### src/rtl/mips4_pkg.sv
// mips4_pkg: shared widths and responder state type for the 4-bit processor's data-memory port.
package mips4_pkg;
    localparam int DATA_W = 4;
    localparam int ADDR_W = 4;
    typedef enum logic [1:0] {IDLE, WAIT, RESP} resp_state_t;
endpackage

### src/rtl/data_mem_array.sv
// data_mem_array: 16x4 word store, synchronous write and clear, combinational read.
module data_mem_array
    import mips4_pkg::*;
#(
    parameter int DEPTH = 16
) (
    input  logic              clk,
    input  logic              rst_n,
    input  logic              we,
    input  logic [ADDR_W-1:0] addr,
    input  logic [DATA_W-1:0] wdata,
    output logic [DATA_W-1:0] rdata
);
    logic [DEPTH-1:0][DATA_W-1:0] mem;
    always_ff @(posedge clk) begin
        if (!rst_n) mem <= '0;
        else if (we) mem[addr] <= wdata;
    end
    assign rdata = mem[addr];
endmodule

### src/rtl/data_mem_responder.sv
// data_mem_responder: valid/ready load/store responder with programmable load latency,
// one load outstanding at a time.
module data_mem_responder
    import mips4_pkg::*;
#(
    parameter int READ_LATENCY = 2,
    parameter int DEPTH        = 16
) (
    input  logic              clk,
    input  logic              rst_n,
    input  logic              req_valid,
    output logic              req_ready,
    input  logic              req_write,
    input  logic [ADDR_W-1:0] req_addr,
    input  logic [DATA_W-1:0] req_wdata,
    output logic              rsp_valid,
    input  logic              rsp_ready,
    output logic [DATA_W-1:0] rsp_rdata,
    output logic              busy
);
    localparam logic [1:0] LAT_INIT = 2'(READ_LATENCY - 1);
    resp_state_t       state, state_d;
    logic [1:0]        lat_cnt;
    logic [DATA_W-1:0] rdata_q, mem_rdata;
    logic              accept, load_acc;
    assign req_ready = state == IDLE;
    assign accept    = req_valid && req_ready;
    assign load_acc  = accept && !req_write;
    assign rsp_valid = state == RESP;
    assign rsp_rdata = rdata_q;
    assign busy      = state != IDLE;
    data_mem_array #(.DEPTH(DEPTH)) u_array (
        .clk   (clk),
        .rst_n (rst_n),
        .we    (accept && req_write),
        .addr  (req_addr),
        .wdata (req_wdata),
        .rdata (mem_rdata)
    );
    always_comb begin
        state_d = state;
        state_d = load_acc                        ? (READ_LATENCY == 1 ? RESP : WAIT) :
                  (state == WAIT && lat_cnt == 2'd1) ? RESP :
                  (state == RESP && rsp_ready)       ? IDLE : state;
    end
    // Load data is snapshotted at acceptance; no store can slip in while busy.
    always_ff @(posedge clk) begin
        if (!rst_n) begin
            state   <= IDLE;
            lat_cnt <= '0;
            rdata_q <= '0;
        end else begin
            state <= state_d;
            if (load_acc) begin
                rdata_q <= mem_rdata;
                lat_cnt <= LAT_INIT;
            end else if (state == WAIT) begin
                lat_cnt <= lat_cnt - 2'd1;
            end
        end
    end
endmodule

### config.mk
export PLATFORM = sky130hd
export DESIGN_NAME = data_mem_responder
export DESIGN_NICKNAME = d
export VERILOG_FILES = /design/src/rtl/mips4_pkg.sv /design/src/rtl/data_mem_array.sv /design/src/rtl/data_mem_responder.sv
export SDC_FILE = /design/constraint.sdc
export NUM_CORES = 1
export LEC_CHECK = 0
export CAP_MARGIN = 25
export CELL_PAD_IN_SITES_DETAIL_PLACEMENT = 0
export CELL_PAD_IN_SITES_GLOBAL_PLACEMENT = 2
export CORE_UTILIZATION = 37
export DETAILED_ROUTE_END_ITERATION = 16
export GPL_TIMING_DRIVEN = 0
export PLACE_DENSITY_LB_ADDON = 0.1
export SLEW_MARGIN = 15
export SYNTH_ARGS = -nofsm -noshare
export SYNTH_HDL_FRONTEND = slang
export SYNTH_SLANG_ARGS = --single-unit
### constraint.sdc
create_clock -name clk -period 1.55 [get_ports clk]
set_input_delay 0.31 -clock clk [delete_from_list [all_inputs] [get_ports clk]]
set_output_delay 0.31 -clock clk [all_outputs]
set_load 0.1 [all_outputs]
==> impl_results.md, run 1 <==
- Status: finished, violations left
- Failing checks: negative setup slack
- H-Tree Depth: 3
- Synth Flop Type: dfxtp_1
- Max_slew headroom: 0.565
- Top fanout value on the critical path: 7
- Number of synthesized flops with an enable pin: 0
- Peak supply drop: 0.437 mV
- Worst skew pair latency: 0.35 ns
- GP Congestion: 0.747
- Final Critical Period: 1.60 ns
- Site row count: 35
- Final setup viols: 27
- Asr flop ratio synth: 0
- Vias in the first global route: 2501
- Layout cells sized above 1: 0.272
- Total design power: 4.03 mW
- DIE AREA: 10300 um2
- Register area: 1450 um2
- Post-Syn Nets: 315
- P_leak: 2.05 nW
- Worst Path Required: 1.79 ns
- Synthesis-stage register bit count: 72
- Largest net degree at the start of global routing: 13
- Initial antenna violation count: 0
- Cell taking the most area after synthesis: dfxtp_1
- Final Skew: 0.0102 ns
- Hold_buf cts: 0
- Critical path arrival: 1.84 ns
- First-pass GRT wire length: 14200 um
- Pwr/cell area: 896 nW/um2
- Die width: 102 um
- Crit path kind: flop to flop
- Die Height: 102 um
- Hold Path End: state[0]$_SDFFE_PN0P_
- PortBufs: 19
- DRT Pass-1 Iters: 4
- Syn Inst Count: 301
- Total grt overflow: 0
- Final hold viol count: 0
- CORE AREA: 9420 um2
- Post-Syn Area per Cell: 12.2 um2
- Cell breakdown of the critical path: nor4bb_4 -> buf_6 -> and4bb_1 -> buf_6 -> mux2i_1 -> nor2b_1
- Wire per inst: 18.3 um
- Worst hold margin: 0.490 ns
- Family with the most delay on the worst path: simple AND/OR/NAND/NOR gates
- Iter 0 DRT Violations: 67
- Diodes inserted: 0
- Final worst path period share: 1.03
- Netlist cell types: 34
- Worst Reg-to-Reg Cells: 6
- Reg2reg start: state[1]$_SDFFE_PP0P_
- Max Slew Vio Count: 0
- Warning count from the yosys run: 0
- Clock Sink Count: 72
- CP peak stage delay: 0.37 ns
- R2R Path End: u_array.mem[0]$_SDFFE_PN0P_
- CTS tree: built
- Longest Clk Path Bufs: 2
- WHS Path Cells: 3
- CP Launch Type: flop
- Synthesized area: 3670 um2
- Sequential cell area fraction in the yosys report: 0.393
- Clock slew seen by the registers of the worst setup and hold paths: 0.08 ns
- Top-area cell type share of the netlist area: 0.393
- Area growth, synth to finish: 22.6%
- Total global-route track usage: 0.193
- CP bufs+invs: 2
- Clk root buf: clkbuf_8
- Initial Utilization: 0.390
- Multi-input gate area: 2080 um2
- Vias post-DR: 2371
- RSZ-0062 raised after global routing: true
- Most common cell on crit path: buf_6
- I/O Pins: 20
- Hold crit path type: primary input to flop
- Slowest CP cell: dfxtp_4
- Hold Crit Start: req_valid
- Final net count: 362
- Max-Cap Viols: 0
- Num CTS Buffers: 9
- Area contributors post-synth: dfxtp_1 (39%), mux2i_1 (20%), nor2b_1 (11%)
- Slew @ Worst Pin: 0.653 ns
- ANT nets after route: 0
- Crit end category: flop
- Flop-to-flop setup slack: -0.05 ns
- Final worst slack: -0.0538 ns
- Max Fclk: 624 MHz
- Fillers: 893
- Routed WL: 8840 um
- Vias/cell: 4.92
- HPWL after detailed placement: 5950 um
- # DRC: 0
==> cells in the mapped netlist, types with 2 or more instances <==
library cell / count
dfxtp_1: 72
mux2i_1: 72
nor2b_1: 64
mux4_1: 12
clkbuf_1: 11
nand4b_4: 8
buf_4: 5
and4bb_1: 4
inv_1: 4
mux4_2: 4
nand3_1: 4
o221ai_1: 4
a21boi_0: 3
buf_2: 3
buf_6: 3
nand2_1: 3
nor2_1: 3
and2b_1: 2
and2b_2: 2
nand4_1: 2
nand4_4: 2
o21ai_0: 2
==> what timing repair did <==
item | 4_1_cts | 5_1_grt
resized for setup | 73 | 10
pin swaps | 4 | 1
setup buffers | 12 | 2
cloned | 3 | 0
endpoints found under the setup margin | 76 | 71
==> metal layers <==
metal | routed length [um] | global-route usage
met3 | 228 | 0.0304
met1 | 4250 | 0.260
met2 | 4250 | 0.313
met5 | 0 | 0
met4 | 108 | 0.0669
==> where the power goes <==
group          switching (mW)  leakage [nW]  total (mW)  internal [mW]
registers              0.0152         0.582        1.88           1.87
clock network           0.716         0.112        1.66          0.942
logic                   0.262          1.35       0.489          0.227
==> kinds of logic after synthesis <==
logic type | Yosys count | synth area share
xor gates and xnor gates | 1 | 0.00239
adders and majority gates | 1 | 0.00341
DFF | 72 | 0.393
muxes | 88 | 0.307
and+or+nand+nor | 100 | 0.224
buffers and inverters | 29 | 0.0501
AOI/OAI and AO/OA | 10 | 0.0198
==> stage by stage <==
stage	utilization	TNS, ns	instance area, um2	instances	setup slack [ns]
6_report	0.478	-0.691	4500	482	-0.0538
5_1_grt	0.478	-7.27	4500	482	-0.231
4_1_cts	0.475	-1.12	4480	480	-0.0641
3_5_place_dp	0.429	-41.43	4040	449	-0.790
3_3_place_gp	0.429	-43.95	4040	449	-0.801
2_1_floorplan	-	-0.890	3690	301	-0.229
==> registers in the layout (all words and copies together) (netlist names) <==
register	count
lat_cnt	2
state	2
u_array.mem	64
rsp_rdata	4
==> how the worst max path moves through the flow <==
stage	startpoint	to	slack, ns	cells past startpoint
3_3_place_gp	req_addr[0]	rsp_rdata[0]$_SDFFE_PN0P_	-0.80	6
4_1_cts	state[1]$_SDFFE_PP0P_	u_array.mem[5]$_SDFFE_PN0P_	-0.06	6
2_1_floorplan	state[1]$_SDFFE_PP0P_	busy	-0.23	2
5_1_grt	state[1]$_SDFFE_PP0P_	u_array.mem[15]$_SDFFE_PN0P_	-0.23	6
3_5_place_dp	req_addr[0]	rsp_rdata[0]$_SDFFE_PN0P_	-0.79	6
6_report	state[1]$_SDFFE_PP0P_	u_array.mem[0]$_SDFFE_PN0P_	-0.05	6
==> tightest hold or removal path, cell delays in order <==
cell and delay, ns:
dlygate4sd2_1 0.27, nand3b_4 0.14, a21boi_0 0.08
==> layout by cell type, fill, tap and decap left out, types with 2 or more instances in the layout <==
master	instances
buf_16	2
a21boi_0	3
buf_2	6
inv_1	4
buf_4	13
dlygate4sd2_1	2
clkinv_2	3
mux4_2	12
clkbuf_1	10
buf_12	4
o21ai_0	2
o221ai_1	3
mux4_1	4
bufinv_16	2
nand4b_4	8
nor2_1	2
nor2b_1	64
buf_6	10
mux2i_1	67
dfxtp_4	2
and2b_2	2
nand4_1	2
clkbuf_8	11
nand3_1	4
and4bb_1	4
clkdlybuf4s50_1	8
nand4_4	2
mux2i_2	4
clkbuf_2	2
nand2_1	3
dfxtp_1	70
==> final cells by class <==
type / instances / share of cell area
multi-input cells: 200 / 0.463
flip-flops and latches: 72 / 0.322
repair buffers: 36 / 0.0799
plain buffers: 25 / 0.0467
well taps: 129 / 0.0359
clock buffers: 10 / 0.0306
clock inverters: 6 / 0.0184
inverters: 4 / 0.00334
Note: power is estimated with default switching activity, not from simulation.
==> run 2, diff against run 1 <==
- CORE_UTILIZATION: 37 -> 40
- SLEW_MARGIN: 15 -> not set
- clock period: 1.55 -> 1.7 ns (I/O delays scaled with it)
==> run 2 against run 1 <==
The flow finishes with violations (design-rule violations). Core utilization rose by 2.4 points. Die area fell by 7.4%. Flip-flop and latch count did not move. Sequential power fell by 9%. Global-route usage rose by 0.54 points. Critical endpoint is now rsp_rdata[1]$_SDFFE_PN0P_. Largest cell class unchanged. Largest power group unchanged.
==> impl_results.md, run 2 (synthesis gave the netlist of run 1 again) <==
- Clk root buf: clkbuf_8
- Initial Utilization: 0.417 (+0.0270)
- Worst setup startpoint: req_addr[1]
- Area growth, synth to finish: 20.3%
- Pwr/cell area: 815 nW/um2 (-9.0%)
- Max-Cap Viols: 0 (unchanged)
- Failing checks: design-rule violations
- Max Fclk: 604 MHz
- Max_slew headroom: 0.606 (+0.0406)
- Final Critical Period: 1.66 ns
- Flop-to-flop setup slack: 0.11 ns (+0.16 ns)
- Slew @ Worst Pin: 0.592 ns (-0.0609 ns)
- Hold_buf cts: 0 (unchanged)
- Layout cells sized above 1: 0.244 (-0.0277)
- Vias/cell: 5.14 (+4.5%)
- Status: finished, violations left
- Final setup TNS: 0 ns (+0.691 ns)
- Peak supply drop: 0.402 mV (-8.1%)
- Critical path arrival: 1.88 ns (+0.04 ns)
- Crit path kind: primary input to flop
- CP bufs+invs: 3 (+1)
- Worst Reg-to-Reg Cells: 6 (unchanged)
- CP peak stage delay: 0.50 ns (+0.13 ns)
- Final std cells w/o fill: 456 (-5.4%)
- Reg2reg start: state[1]$_SDFFE_PP0P_
- Most frequent cells in the layout: dfxtp_1 (70), mux2i_1 (69), nor2b_1 (64), clkbuf_8 (13), buf_4 (13)
- Setup WS pre-CTS: -0.654 ns (+0.136 ns)
- Worst skew pair latency: 0.35 ns (about the same)
- Largest register by flop count: u_array.mem
- Final Skew: 0.00611 ns (-0.00412 ns)
- CP Launch Type: primary input
- Hold Path End: state[0]$_SDFFE_PN0P_
- DIE AREA: 9560 um2 (-7.4%)
- Total grt overflow: 0 (unchanged)
- Die Height: 97.8 um (-3.8%)
- H-Tree Depth: 3 (unchanged)
- Worst Path Required: 1.92 ns (+0.13 ns)
- Clock Sink Count: 72 (unchanged)
- Iter 0 DRT Violations: 68 (+1.5%)
- Longest Clk Path Bufs: 2 (unchanged)
- Total global-route track usage: 0.198 (+0.00538)
- R2R Path End: u_array.mem[14]$_SDFFE_PN0P_
- P_leak: 2.02 nW (-1.1%)
- Family with the most delay on the worst path: buffers and inverters
- PortBufs: 19 (unchanged)
- Final worst slack: 0.0438 ns (+0.0975 ns)
- WHS Path Cells: 3 (unchanged)
- Max Slew Vio Count: 0 (unchanged)
- I/O Pins: 20 (unchanged)
- Worst hold margin: 0.459 ns (-0.0307 ns)
- Final worst path period share: 0.974
- CTS tree: built
- Hold crit path type: primary input to flop
- First-pass GRT wire length: 14000 um (-1.3%)
- Cell breakdown of the critical path: clkdlybuf4s50_1 -> buf_6 -> buf_8 -> mux4_2 -> mux2i_2 -> o221ai_1
- Routed WL: 8560 um (-3.2%)
- Final hold viol count: 0 (unchanged)
- # DRC: 6 (+6)
- Final setup viols: 0 (-100%)
- Vias in the first global route: 2505 (+0.16%)
- Vias post-DR: 2345 (-1.1%)
- Placed cells: 428 (-4.7%)
- GP Congestion: 0.736 (-1.5%)
- RSZ-0062 raised after global routing: true
- ANT nets after route: 0 (unchanged)
- Site row count: 34 (-2.9%)
- Top fanout value on the critical path: 10 (+3)
- Num CTS Buffers: 9 (unchanged)
- Slowest CP cell: clkdlybuf4s50_1
- Most common cell after layout, fill and taps aside: dfxtp_1
- Crit end category: flop
- Wire per inst: 18.8 um (+2.3%)
- HPWL after detailed placement: 5780 um (-3.0%)
- Die width: 97.8 um (-3.8%)
- Fillers: 814 (-8.8%)
- Core Util, Final: 0.501 (+0.0237)
- Max reg flops: 64 (unchanged)
- Largest net degree at the start of global routing: 13 (unchanged)
- Final net count: 357 (-1.4%)
- Clock slew seen by the registers of the worst setup and hold paths: 0.08 ns (about the same)
- DRT Pass-1 Iters: 10 (+6)
- CORE AREA: 8810 um2 (-6.5%)
- Diodes inserted: 0 (unchanged)
- Initial antenna violation count: 0 (unchanged)
- Hold Crit Start: req_valid
run 2: cell types whose count changed in the layout (fill, tap and decap cells not counted), moves of 2 or more:
cell,delta
mux2i_1,+2
clkinv_2,-2
buf_2,-4
mux4_1,+2
clkbuf_8,+2
buf_16,-2
clkdlybuf4s15_2,+4
buf_6,-4
mux4_2,-2
clkdlybuf4s50_1,+2
run 2: through the flow:
step	total power, mW	area, um2
6_report	3.60	4410
5_1_grt	3.73	4410
4_1_cts	3.63	4340
3_5_place_dp	2.13	4000
3_3_place_gp	2.13	4000
2_1_floorplan	2.02	3680
run 2: metal layers:
layer  GRT usage  wire length [um]  vias to the layer above
met5           0                 0                        -
li1            -                 -                     1158
met3      0.0472               293                        7
met4      0.0490                55                        0
met2       0.327              4090                       34
met1       0.263              4120                     1146
run 2: cell type report:
class	instances	area (um2)	area share
Sequential cell	72	1450	0.328
Clock inverter	4	51.3	0.0116
Multi-Input combinational cell	200	2060	0.467
Inverter	4	15.0	0.00340
Tap cell	108	135	0.0306
Clock buffer	12	165	0.0374
Timing Repair Buffer	31	332	0.0751
Buffer	25	206	0.0468
run 2: worst max-delay path by stage:
stage | to | slack [ns] | depth (start not counted)
2_1_floorplan | busy | -0.10 | 2
3_3_place_gp | rsp_rdata[3]$_SDFFE_PN0P_ | -0.64 | 6
3_5_place_dp | rsp_rdata[0]$_SDFFE_PN0P_ | -0.65 | 6
4_1_cts | req_ready | -0.004 | 2
5_1_grt | u_array.mem[6]$_SDFFE_PN0P_ | -0.02 | 6
6_report | rsp_rdata[1]$_SDFFE_PN0P_ | 0.04 | 6
run 2: tightest hold or removal path, stage by stage:
cell and delay (ns):
dlymetal6s2s_1 0.14, nand3b_2 0.18, a21boi_0 0.10
run 2: power by group:
group          switching, mW  leakage [nW]  internal (mW)
Combinational          0.230          1.33          0.196
Clock                  0.659         0.109          0.798
Sequential            0.0137         0.582           1.70
Total                  0.903          2.02           2.70
run 2: what timing repair did:
action	CTS	global route
cloned	1	1
pin swaps	2	1
resized for setup	46	15
setup buffers	8	2
setup endpoints to repair	75	68
==> run 3, diff against run 2 <==
- CORE_UTILIZATION: 40 -> 38
- SYNTH_HIERARCHICAL: not set -> 1
- clock period: 1.7 -> 1.68 ns (I/O delays scaled with it)
==> run 3 against run 2 <==
The flow now finishes without violations. Critical path depth down 4. Final cell count increased by 26%. Synthesized cell count rose by 35%. Via count grew 38%. Routed wire length is 37% higher. Sequential power is essentially flat. Non-clock buffer count is 15 higher. Combinational power grew 9.2%. Highest routed layer unchanged. Flip-flop and latch count unchanged. Clock skew is 0.0019 ns higher. Count of clock-buffer cells in the layout down 2. Worst hold slack worse by 0.13 ns.
==> impl_results.md, run 3 <==
- Cell area after layout: 4390 um2 (-0.51%)
- Sequential cell area fraction in the yosys report: 0.390 (-0.00266)
- Met3 Use GR: 0.0347 (-0.0126)
- Critical path arrival: 1.28 ns (-0.60 ns)
- Busiest grt layer: met2
- Worst hold margin: 0.327 ns (-0.132 ns)
- GR Layer Usage met2: 0.384 (+0.0573)
- Synth Flop Type: dfxtp_1
- DRT Pass-1 Iters: 5 (-5)
- Crit end category: output pin
- Largest net degree at the start of global routing: 14 (+1)
- Final hold viol count: 0 (unchanged)
- Hold crit path type: primary input to flop
- GP Congestion: 0.813 (+10%)
- Max_slew headroom: 0.502 (-0.104)
- Max Fclk: 619 MHz
- Largest register by flop count: u_array/mem
- Crit path kind: flop to output pin
- Total design power: 3.84 mW (+6.6%)
- Final Skew: 0.00803 ns (+0.00192 ns)
- Final worst path period share: 0.962
- Num CTS Buffers: 9 (unchanged)
- Vias post-DR: 3242 (+38%)
- Cell taking the most area after synthesis: dfxtp_1
- Reg2reg start: state[0]$_SDFFE_PN0P_
- CTS tree: built
- Asr flop ratio synth: 0 (unchanged)
- Worst skew pair latency: 0.35 ns (about the same)
- Clk root buf: clkbuf_8
- Final setup viols: 0 (unchanged)
- Netlist cell types: 37 (+8.8%)
- Wire per inst: 20.3 um (+8.1%)
- Pwr/cell area: 874 nW/um2 (+7.2%)
- ANT nets after route: 0 (unchanged)
- Hold Crit Start: req_wdata[1]
- Top fanout value on the critical path: 6 (-4)
- Layout cells sized above 1: 0.251 (+0.00631)
- Total grt overflow: 0 (unchanged)
- Count leader, synth: nand3_1
- Syn Inst Count: 407 (+35%)
- Max reg flops: 64 (unchanged)
- Slew @ Worst Pin: 0.747 ns (+0.155 ns)
- Most common cell after layout, fill and taps aside: nand3_1
- Worst Path Required: 1.34 ns (-0.58 ns)
- # DRC: 0 (-6)
- Area contributors post-synth: dfxtp_1 (39%), a21boi_0 (12%), nand3_1 (10%)
- Post-Syn Nets: 421 (+34%)
- Die width: 101 um (+2.9%)
- Post-Syn Area per Cell: 9.08 um2 (-26%)
- Routed WL: 11700 um (+37%)
- Warning count from the yosys run: 6 (+6)
- Clock slew seen by the registers of the worst setup and hold paths: 0.08 ns (about the same)
- Final net count: 456 (+28%)
- Most frequent cells in the layout: nand3_1 (74), dfxtp_1 (70), a21boi_0 (49), o21ai_1 (38), o21ai_0 (28)
- Iter 0 DRT Violations: 160 (+140%)
- Number of synthesized flops with an enable pin: 0 (unchanged)
- Fillers: 937 (+15%)
- Final worst slack: 0.0640 ns (+0.0202 ns)
- Max Slew Vio Count: 0 (unchanged)
- Site row count: 35 (+2.9%)
- Vias in the first global route: 3169 (+27%)
- Die Height: 101 um (+2.9%)
- CORE AREA: 9330 um2 (+5.9%)
- Worst setup startpoint: state[0]$_SDFFE_PN0P_
- Synthesized area: 3690 um2 (+0.68%)
- GRT met1 Usage: 0.348 (+0.0851)
- Vias/cell: 5.63 (+9.4%)
- Placed Area: 4030 um2 (+0.59%)
- HPWL after detailed placement: 8180 um (+42%)
- Setup WS pre-CTS: -0.693 ns (-0.0382 ns)
- First-pass GRT wire length: 18500 um (+32%)
- Initial antenna violation count: 0 (unchanged)
- Area growth, synth to finish: 18.9%
- DIE AREA: 10100 um2 (+5.9%)
- Status: finished clean
- Commonest cells in the netlist: nand3_1 (75), dfxtp_1 (72), o21ai_0 (67), a21boi_0 (58), clkbuf_1 (18)
- I/O Pins: 20 (unchanged)
- PortBufs: 13 (-6)
- Clock Sink Count: 72 (unchanged)
- Total global-route track usage: 0.248 (+0.0496)
- H-Tree Depth: 3 (unchanged)
- Initial Utilization: 0.396 (-0.0206)
- Longest Clk Path Bufs: 2 (unchanged)
- P_leak: 1.48 nW (-27%)
- Synthesis-stage register bit count: 72 (unchanged)
- Diodes inserted: 0 (unchanged)
- Final Critical Period: 1.62 ns
- Max-Cap Viols: 0 (unchanged)
- Peak supply drop: 0.406 mV (+0.98%)
- Top-area cell type share of the netlist area: 0.390 (-0.00266)
- CP Launch Type: flop
-- run 3: changes by cell type after synthesis, sizes merged, moves of 10 or more --
cell    delta
nand3     +75
mux2i     -72
o21ai     +69
a21boi    +62
nor2b     -61
buf       +14
nand2     +10
-- run 3: metal layers --
metal | up-vias | share of wire
li1 | 1556 | -
met1 | 1586 | 0.48
met2 | 85 | 0.45
met3 | 15 | 0.041
met4 | 0 | 0.022
met5 | - | 0
-- run 3: timing repair --
item,CTS,global route
pin swaps,0,2
hold buffers,0,0
setup buffers,7,4
cloned,0,1
gates resized for setup,39,22
setup endpoints to repair,71,61
-- run 3: layout make-up --
class / count / area (um2) / area share
inverter: 5 / 18.8 / 0.00427
tap: 129 / 161 / 0.0368
clock inverter: 6 / 88.8 / 0.0202
timing repair buffer: 25 / 220 / 0.0501
sequential: 72 / 1450 / 0.329
multi-input combinational: 283 / 2030 / 0.463
buffer: 46 / 275 / 0.0627
clock buffer: 10 / 149 / 0.0339
-- run 3: per-stage QoR --
step,setup TNS (ns),instances,utilization
floorplan,-15.07,407,-
global placement,-29.13,549,0.432
detailed placement,-31.14,549,0.432
CTS,0,572,0.466
global route,-0.000143,576,0.471
finish,0,576,0.471
-- run 3: worst paths after layout --
kind | endpoint | slack (ns) | cells after the start
max | req_ready | 0.06 | 2
min | u_array/mem[9]$_SDFFE_PN0P_ | 0.33 | 3
max reg2reg | u_array/mem[2]$_SDFFE_PN0P_ | 0.08 | 6
min reg2reg | rsp_rdata[2]$_SDFFE_PN0P_ | 0.46 | 2
-- run 3: worst max-delay path: stages, from the launching register on --
cell and delay, ns:
dfxtp_4 0.38, nor2_4 0.12, buf_2 0.43
-- run 3: logic make-up (layout without fill, tap and decap cells) --
family,after synthesis,in the layout,share of synthesized area
flops,72,72,0.390
buf+inv,52,92,0.0725
mux,16,16,0.0976
compound gates,143,143,0.246
simple gates,123,123,0.191
fa+ha+maj,1,1,0.00339
-- run 3: power by group --
group	leakage, nW	switching (mW)	internal, mW
sequential	0.582	0.0147	1.72
clock	0.114	0.706	0.929
combinational	0.786	0.303	0.163
total	1.48	1.02	2.81
